==> src/rtl/microcode_sequencer.sv <==
// Microcode sequencer: dispatches a 2-bit opcode to a routine entry, walks the
// micro-PC through the 32x4 ROM and issues registered control uops downstream.
module microcode_sequencer #(
  parameter logic [4:0] ENTRY0    = 5'd0,
  parameter logic [4:0] ENTRY1    = 5'd9,
  parameter logic [4:0] ENTRY2    = 5'd17,
  parameter logic [4:0] ENTRY3    = 5'd27,
  parameter int         MAX_STEPS = 16
) (
  input  logic       clk,
  input  logic       rst_n,
  input  logic       start,
  input  logic [1:0] op,
  input  logic       stall,
  output logic [4:0] rom_addr,
  input  logic [3:0] rom_data,
  output logic [3:0] uop,
  output logic       uop_valid,
  output logic       busy,
  output logic       done,
  output logic       err
);

  localparam int SW = $clog2(MAX_STEPS + 1);

  localparam logic [3:0] CODE_NOP  = 4'b0000;
  localparam logic [3:0] CODE_END  = 4'b1000;
  localparam logic [3:0] CODE_TRAP = 4'b1111;

  typedef enum logic [1:0] {IDLE, RUN, TRAP} state_t;

  state_t        state;
  logic [4:0]    mpc;
  logic [SW-1:0] step;
  logic [4:0]    entry;

  assign rom_addr = mpc;

  always_comb begin
    entry = ENTRY0;
    case (op)
      2'd0: entry = ENTRY0;
      2'd1: entry = ENTRY1;
      2'd2: entry = ENTRY2;
      2'd3: entry = ENTRY3;
      default: entry = ENTRY0;
    endcase
  end

  // uop_valid and done are single-cycle strobes; busy mirrors the next state
  always_ff @(posedge clk or negedge rst_n) begin
    if (!rst_n) begin
      state     <= IDLE;
      mpc       <= '0;
      step      <= '0;
      uop       <= '0;
      uop_valid <= 1'b0;
      busy      <= 1'b0;
      done      <= 1'b0;
      err       <= 1'b0;
    end else begin
      uop_valid <= 1'b0;
      done      <= 1'b0;
      case (state)
        IDLE, TRAP: begin
          if (start) begin
            mpc   <= entry;
            step  <= '0;
            state <= RUN;
            busy  <= 1'b1;
            err   <= 1'b0;
          end
        end
        RUN: begin
          if (!stall) begin
            step <= step + 1'b1;
            // a runaway routine traps before its current word is decoded
            if (step >= SW'(MAX_STEPS)) begin
              err   <= 1'b1;
              state <= TRAP;
              busy  <= 1'b0;
            end else begin
              case (rom_data)
                CODE_END: begin
                  done  <= 1'b1;
                  state <= IDLE;
                  busy  <= 1'b0;
                end
                CODE_TRAP: begin
                  err   <= 1'b1;
                  state <= TRAP;
                  busy  <= 1'b0;
                end
                CODE_NOP: begin
                  mpc <= mpc + 5'd1;
                end
                default: begin
                  uop       <= rom_data;
                  uop_valid <= 1'b1;
                  mpc       <= mpc + 5'd1;
                end
              endcase
            end
          end
        end
        default: begin
          state <= IDLE;
          busy  <= 1'b0;
        end
      endcase
    end
  end

endmodule

==> config.mk <==
export PLATFORM = sky130hd
export DESIGN_NAME = microcode_sequencer
export DESIGN_NICKNAME = d
export VERILOG_FILES = /design/src/rtl/microcode_sequencer.sv
export SDC_FILE = /design/constraint.sdc
export NUM_CORES = 1
export LEC_CHECK = 0
export CELL_PAD_IN_SITES_DETAIL_PLACEMENT = 1
export CELL_PAD_IN_SITES_GLOBAL_PLACEMENT = 1
export CORE_MARGIN = 3
export CORE_UTILIZATION = 33
export CTS_BUF_LIST = sky130_fd_sc_hd__clkbuf_4 sky130_fd_sc_hd__clkbuf_8 sky130_fd_sc_hd__clkbuf_16
export DETAILED_ROUTE_END_ITERATION = 8
export PLACE_DENSITY_LB_ADDON = 0.25
export SYNTH_ARGS = -nofsm -noshare
export SYNTH_HDL_FRONTEND = slang
export SYNTH_SLANG_ARGS = --single-unit
==> constraint.sdc <==
create_clock -name clk -period 1.9 [get_ports clk]
set_clock_uncertainty 0.2 [all_clocks]
set_input_delay 0.38 -clock clk [delete_from_list [all_inputs] [get_ports clk]]
set_output_delay 0.38 -clock clk [all_outputs]
set_load 0.03 [all_outputs]
==> run_results.csv <==
group,metric,value,unit
outcome,outcome,"finished, violations left",
outcome,failed_checks,"setup timing",
pwr,p_total,2.214,mW
pwr,p_per_area,1457,mW/mm2
global_routing,grt_overflow_total,0,
synth,syn_area,0.001023,mm2
routing,ant_nets,0,
routing,wl_per_cell,18.72,um
routing,first_pass_iters,4,
placement,gp_congestion,0.8287,
global_routing,use_met1,0.2548,
synth,async_reset_ff_frac,1.000,
finish,nNetsFinal,162,
placement,dp_cells,174,
routing,num_vias,1026,
synth,ys_types,30,
global_routing,grt_pass1_vias,1093,
setup_path,startpoint_type,"input port",
clock_network,cts_max_path_buffers,2,
global_routing,antenna_found_initial,0,
placement,dp_hpwl,2456,um
finish,final_common_cell,"buf_4",
finish,final_cells,179,
timing,period_share,1.004,
synth,synth_fp_nets,117,
timing,worst_pin_slew,0.3433,ns
clock_network,cts-buffers-inserted,3,
finish,area_delta_synth_final,48.53,%
clock_network,ctsHoldBuffers,0,
setup_path,critical_path_required,1.89,ns
finish,num-fill-cells,317,
synth,synth_edf_count,0,
pwr,p_leak,0.7067,nW
timing,setup_viol,1,
routing,vias_per_cell,5.732,
setup_path,crit_type,"input port to register",
synth,synth_ff_type,"dfrtp_1",
die,rows,19,
global_routing,grt_pass1_wl,5313,um
setup_path,arrival,1.90,ns
finish,drive_above_1_share,0.2703,
timing,maxSlewHeadroom,0.7694,
clock_network,cts_sinks,20,
pwr,peakVddDrop,0.0007009,V
die,core,0.002853,mm2
placement,port_buffers,22,
global_routing,grt-busiest-layer,"met2",
clock_network,tritoncts,"built",
setup_path,crit_fanout,5,
timing,fin_setup_tns,-0.008507,ns
synth,ys_seq_area_frac,0.4890,
die,die_w,61.69,um
placement,pre_cts_slack,-0.5282,ns
clock_network,root_buffer,"clkbuf_4",
die,start_util,0.3588,
clock_network,path_clk_slew,0.12,ns
global_routing,met2_usage,0.3169,
finish,diodes,0,
die,die-height,61.69,um
die,ios,23,
synth,syn_inst,104,
synth,synth-seq-cells,20,
synth,syn_avg_cell_area,9.841,um2
clock_network,htreeDepth,1,
timing,period_needed,1.909,ns
timing,final_max_slew_viol_count,0,
min_path,hp-class,"input port to asynchronous set/reset pin",
timing,fin_ws,-0.008507,ns
finish,multi_input_area,556.8,um2
timing,hold_violations,0,
global_routing,track_usage,0.1953,
routing,drtIter0Drc,47,
global_routing,use_met3,0.05579,
finish,final_cell_mix,"buf_4 (19), dfrtp_1 (17), dlygate4sd2_1 (16)",
finish,fin_util,0.5329,
setup_path,end_kind,"register",
die,die_area,0.003806,mm2
finish,register_area,504.2,um2
global_routing,grt_max_degree,21,
routing,wirelength,3351,um
timing,fmax,0.5240,GHz
job,max_cap_viol_count,0,
synth,yosys_warnings,0,
clock_network,clk_latency,0.30,ns
routing,drc,0,
routing by layer:
layer / part of all wire / routed length (um) / vias up
met1: 0.44 / 1478 / 519
met5: 0 / 0 / -
met4: 0.021 / 72 / 0
met3: 0.046 / 155 / 8
met2: 0.49 / 1644 / 31
li1: - / - / 468
Yosys cell counts (2+ instances only):
cell / number / area share
or3_1: 2 / 0.012
inv_1: 3 / 0.011
a31oi_1: 3 / 0.018
xor2_1: 3 / 0.026
nand2_1: 9 / 0.033
o22a_1: 3 / 0.026
nor3_1: 4 / 0.020
or4b_1: 2 / 0.020
nor2b_1: 3 / 0.018
o31ai_1: 2 / 0.015
ha_1: 3 / 0.037
a21oi_1: 4 / 0.020
o21ai_0: 9 / 0.044
or4_1: 2 / 0.015
nand4_1: 3 / 0.018
a22o_1: 3 / 0.026
dfrtp_1: 20 / 0.49
nand2b_1: 4 / 0.024
nor2_1: 11 / 0.040
sequential cells by signal, summed over array words and instances (netlist names):
signal     count
state          2
err            1
busy           1
rom_addr       5
step           5
uop_valid      1
uop            4
done           1
worst paths after layout:
| kind | startpoint | endpoint | slack (ns) | cells past startpoint |
|---|---|---|---|---|
| setup / recovery | stall | uop[3]$_DFFE_PN0P_ | -0.009 | 5 |
| hold / removal | rst_n | busy$_DFFE_PN0P_ | 0.20 | 2 |
| setup reg to reg | step[4]$_DFFE_PN0P_ | uop[3]$_DFFE_PN0P_ | 0.09 | 4 |
| hold reg to reg | err$_DFFE_PN0P_ | err$_DFFE_PN0P_ | 0.29 | 2 |
| max in group asynchronous | rst_n | rom_addr[0]$_DFFE_PN0P_ | 1.07 | 2 |
| min in group clk | err$_DFFE_PN0P_ | err$_DFFE_PN0P_ | 0.29 | 2 |
cell type report:
cell class	instances	area share
repair buffers	42	0.2346
well taps	31	0.02551
multi-input cells	79	0.3663
clock inverters	1	0.01975
clock buffers	3	0.01481
inverters	3	0.007407
flip-flops and latches	20	0.3317
cell families (layout without fill, tap and decap cells):
logic type / after synthesis / count (layout) / share of synthesized area
AOI/OAI and AO/OA: 28 / 28 / 0.1748
xor gates and xnor gates: 3 / 3 / 0.02568
adders and majority gates: 3 / 3 / 0.03668
buffers and inverters: 5 / 49 / 0.02567
DFF: 20 / 20 / 0.4890
muxes: 1 / 1 / 0.01100
and+or+nand+nor: 44 / 44 / 0.2372
metrics by stage:
stage | hold WS [ns] | area (um2)
after global placement | 0.2640 | 1413
after detailed placement | 0.2770 | 1413
after global routing | 0.1998 | 1520
final | 0.2020 | 1520
after CTS | 0.2042 | 1494
after floorplan | -0.1156 | 1026
critical path, cell delays in order:
cell and delay (ns):
clkdlybuf4s50_1 0.45, or4b_4 0.59, buf_6 0.16, o32ai_2 0.25
a21oi_1 0.07
power by group:
part,switching (mW),internal (mW),leakage [nW],total [mW]
sequential,0.138,0.586,0.242,0.725
combinational,0.653,0.488,0.437,1.14
clock,0.135,0.213,0.0279,0.349
what timing repair did:
item | in CTS | in global routing
setup buffers | 0 | 1
endpoints found under the setup margin | 23 | 9
resized for setup | 25 | 6
pin swaps | 2 | 4
Power figures use the tool's default switching activity.
==> patch: new RTL, same settings <==
Set the parameter `MAX_STEPS` to 8 (it was 16).
--- a/src/rtl/microcode_sequencer.sv
+++ b/src/rtl/microcode_sequencer.sv
@@ -5,7 +5,7 @@
   parameter logic [4:0] ENTRY1    = 5'd9,
   parameter logic [4:0] ENTRY2    = 5'd17,
   parameter logic [4:0] ENTRY3    = 5'd27,
-  parameter int         MAX_STEPS = 16
+  parameter int         MAX_STEPS = 8
 ) (
   input  logic       clk,
   input  logic       rst_n,
Function: no difference found for any inputs over 10 cycles, from zero or initial values and one cycle with rst_n low; that may be too few to reach the edited logic, so the function may still have changed.
==> patch against the unedited design <==
Power shrank 11%; final cell count shrank 12%; sequential cell count shrank 1; setup slack gained 100 ps; first-iteration DRC count shrank 57%; area after synthesis shrank 8.9%; count of clock-buffer cells in the layout is the same; hold slack lost 2.6 ps; wire length shrank 28%; cell area shrank 12%; critical endpoint is now rom_addr[1]; largest cell class is now sequential cells.
==> patch: results (changes against the unedited design) <==
Initial DRC Count: 20 (-57%)
crit path max-delay cell type: dfrtp_1
routed len/inst: 15.4 um (-17%)
first-pass GRT wire length: 4.11 mm (-23%)
htree depth: 1 (unchanged)
vias in the first global route: 868 (-21%)
Synth area leaders: dfrtp_1, mux2_2, ha_1, o41ai_4, nand2_1
relative slew slack: 75.8% (-1.1 points)
largest net degree at the start of global routing: 20 (-4.8%)
LEAKAGE: 0.000677 uW (-4.2%)
Crit path largest cell delay: 430 ps (-160 ps)
n_diodes: 0 (unchanged)
global-route usage over all layers: 15.8% (-3.7 points)
Mapped Nets: 101 (-14%)
layout cells sized above 1: 22.0% (-5.0 points)
Max VDD drop: 0.000889 V (+27%)
status: completed
HPWL after DPL: 1.83 mm (-26%)
arrival time at the worst endpoint: 1830 ps (-70 ps)
Final #Nets: 141 (-13%)
number of fill cells in the layout: 293 (-7.6%)
TritonRoute pass-1 iters: 3 (-1)
register area share after synthesis: 51.0% (+2.1 points)
Unique masters post-synth: 33 (+10%)
async set-reset flop share out of synthesis: 100% (unchanged)
GPL Wtd Cong: 0.837 (+0.97%)
via count: 808 (-21%)
delay-heaviest family, CP: simple AND/OR/NAND/NOR gates
Synthesis Warnings: 0 (unchanged)
placed cell areas: 1290 um2 (-8.4%)
[patch: kinds of logic after synthesis]
group / share of synthesized area, %
DFF: 51.0
xor gates and xnor gates: 1.88
AOI/OAI and AO/OA: 17.9
muxes: 4.83
buffers and inverters: 2.55
and+or+nand+nor: 17.9
adders and majority gates: 4.03
[patch: final cells by class]
class	instances	area, um2	area share (%)
clock buffers	3	22.5	1.69
clock inverters	1	5.00	0.375
inverters	4	15.0	1.12
multi-input cells	63	448	33.5
flip-flops and latches	19	475	35.6
well taps	30	37.5	2.81
repair buffers	37	333	24.9
[patch: worst register-to-register path, cell delays in order (launching register included)]
cell and delay (ps):
dfrtp_1 430, or3b_4 420, o41ai_4 290, buf_4 210, nor2_1 50, a31oi_1 140
[patch: report_power, final]
group | internal [uW] | total, uW | switching (uW)
registers | 564 | 705 | 141
logic | 459 | 1060 | 596
clock network | 78.6 | 211 | 133
[patch: what timing repair did]
| action | in CTS | in global routing |
|---|---|---|
| cloned | 0 | 0 |
| gates resized for setup | 14 | 8 |
| pin swaps | 2 | 2 |
| endpoints found under the setup margin | 18 | 7 |
[patch: path summary, 6_finish.rpt]
path	from	end	slack, ps	cells after the start
worst min-delay path	rst_n	step[2]	200	2
worst max-delay path	state[1]	rom_addr[1]	90	5
max in group asynchronous	rst_n	rom_addr[3]	1090	2
worst min register to register	uop[2]	uop[2]	310	1
worst max register to register	state[1]	rom_addr[1]	90	5
min in group clk	rom_data[3]	uop[3]	240	2
[patch: routing by layer]
layer  routed length [um]  GRT usage, %  vias up
li1                     -             -      395
met1                 1090          19.8      390
met2                 1180          27.6       21
met3                  138          4.79        2
met4                   19          1.94        0
met5                    0             0        -
[patch: through the flow]
step	cells	worst slack (ps)	hold slack (ps)
6_report	157	92.1	199
5_1_grt	157	13.0	206
4_1_cts	157	0.473	204
3_5_place_dp	153	-358	293
3_3_place_gp	153	-291	289
2_1_floorplan	88	-27.2	-116
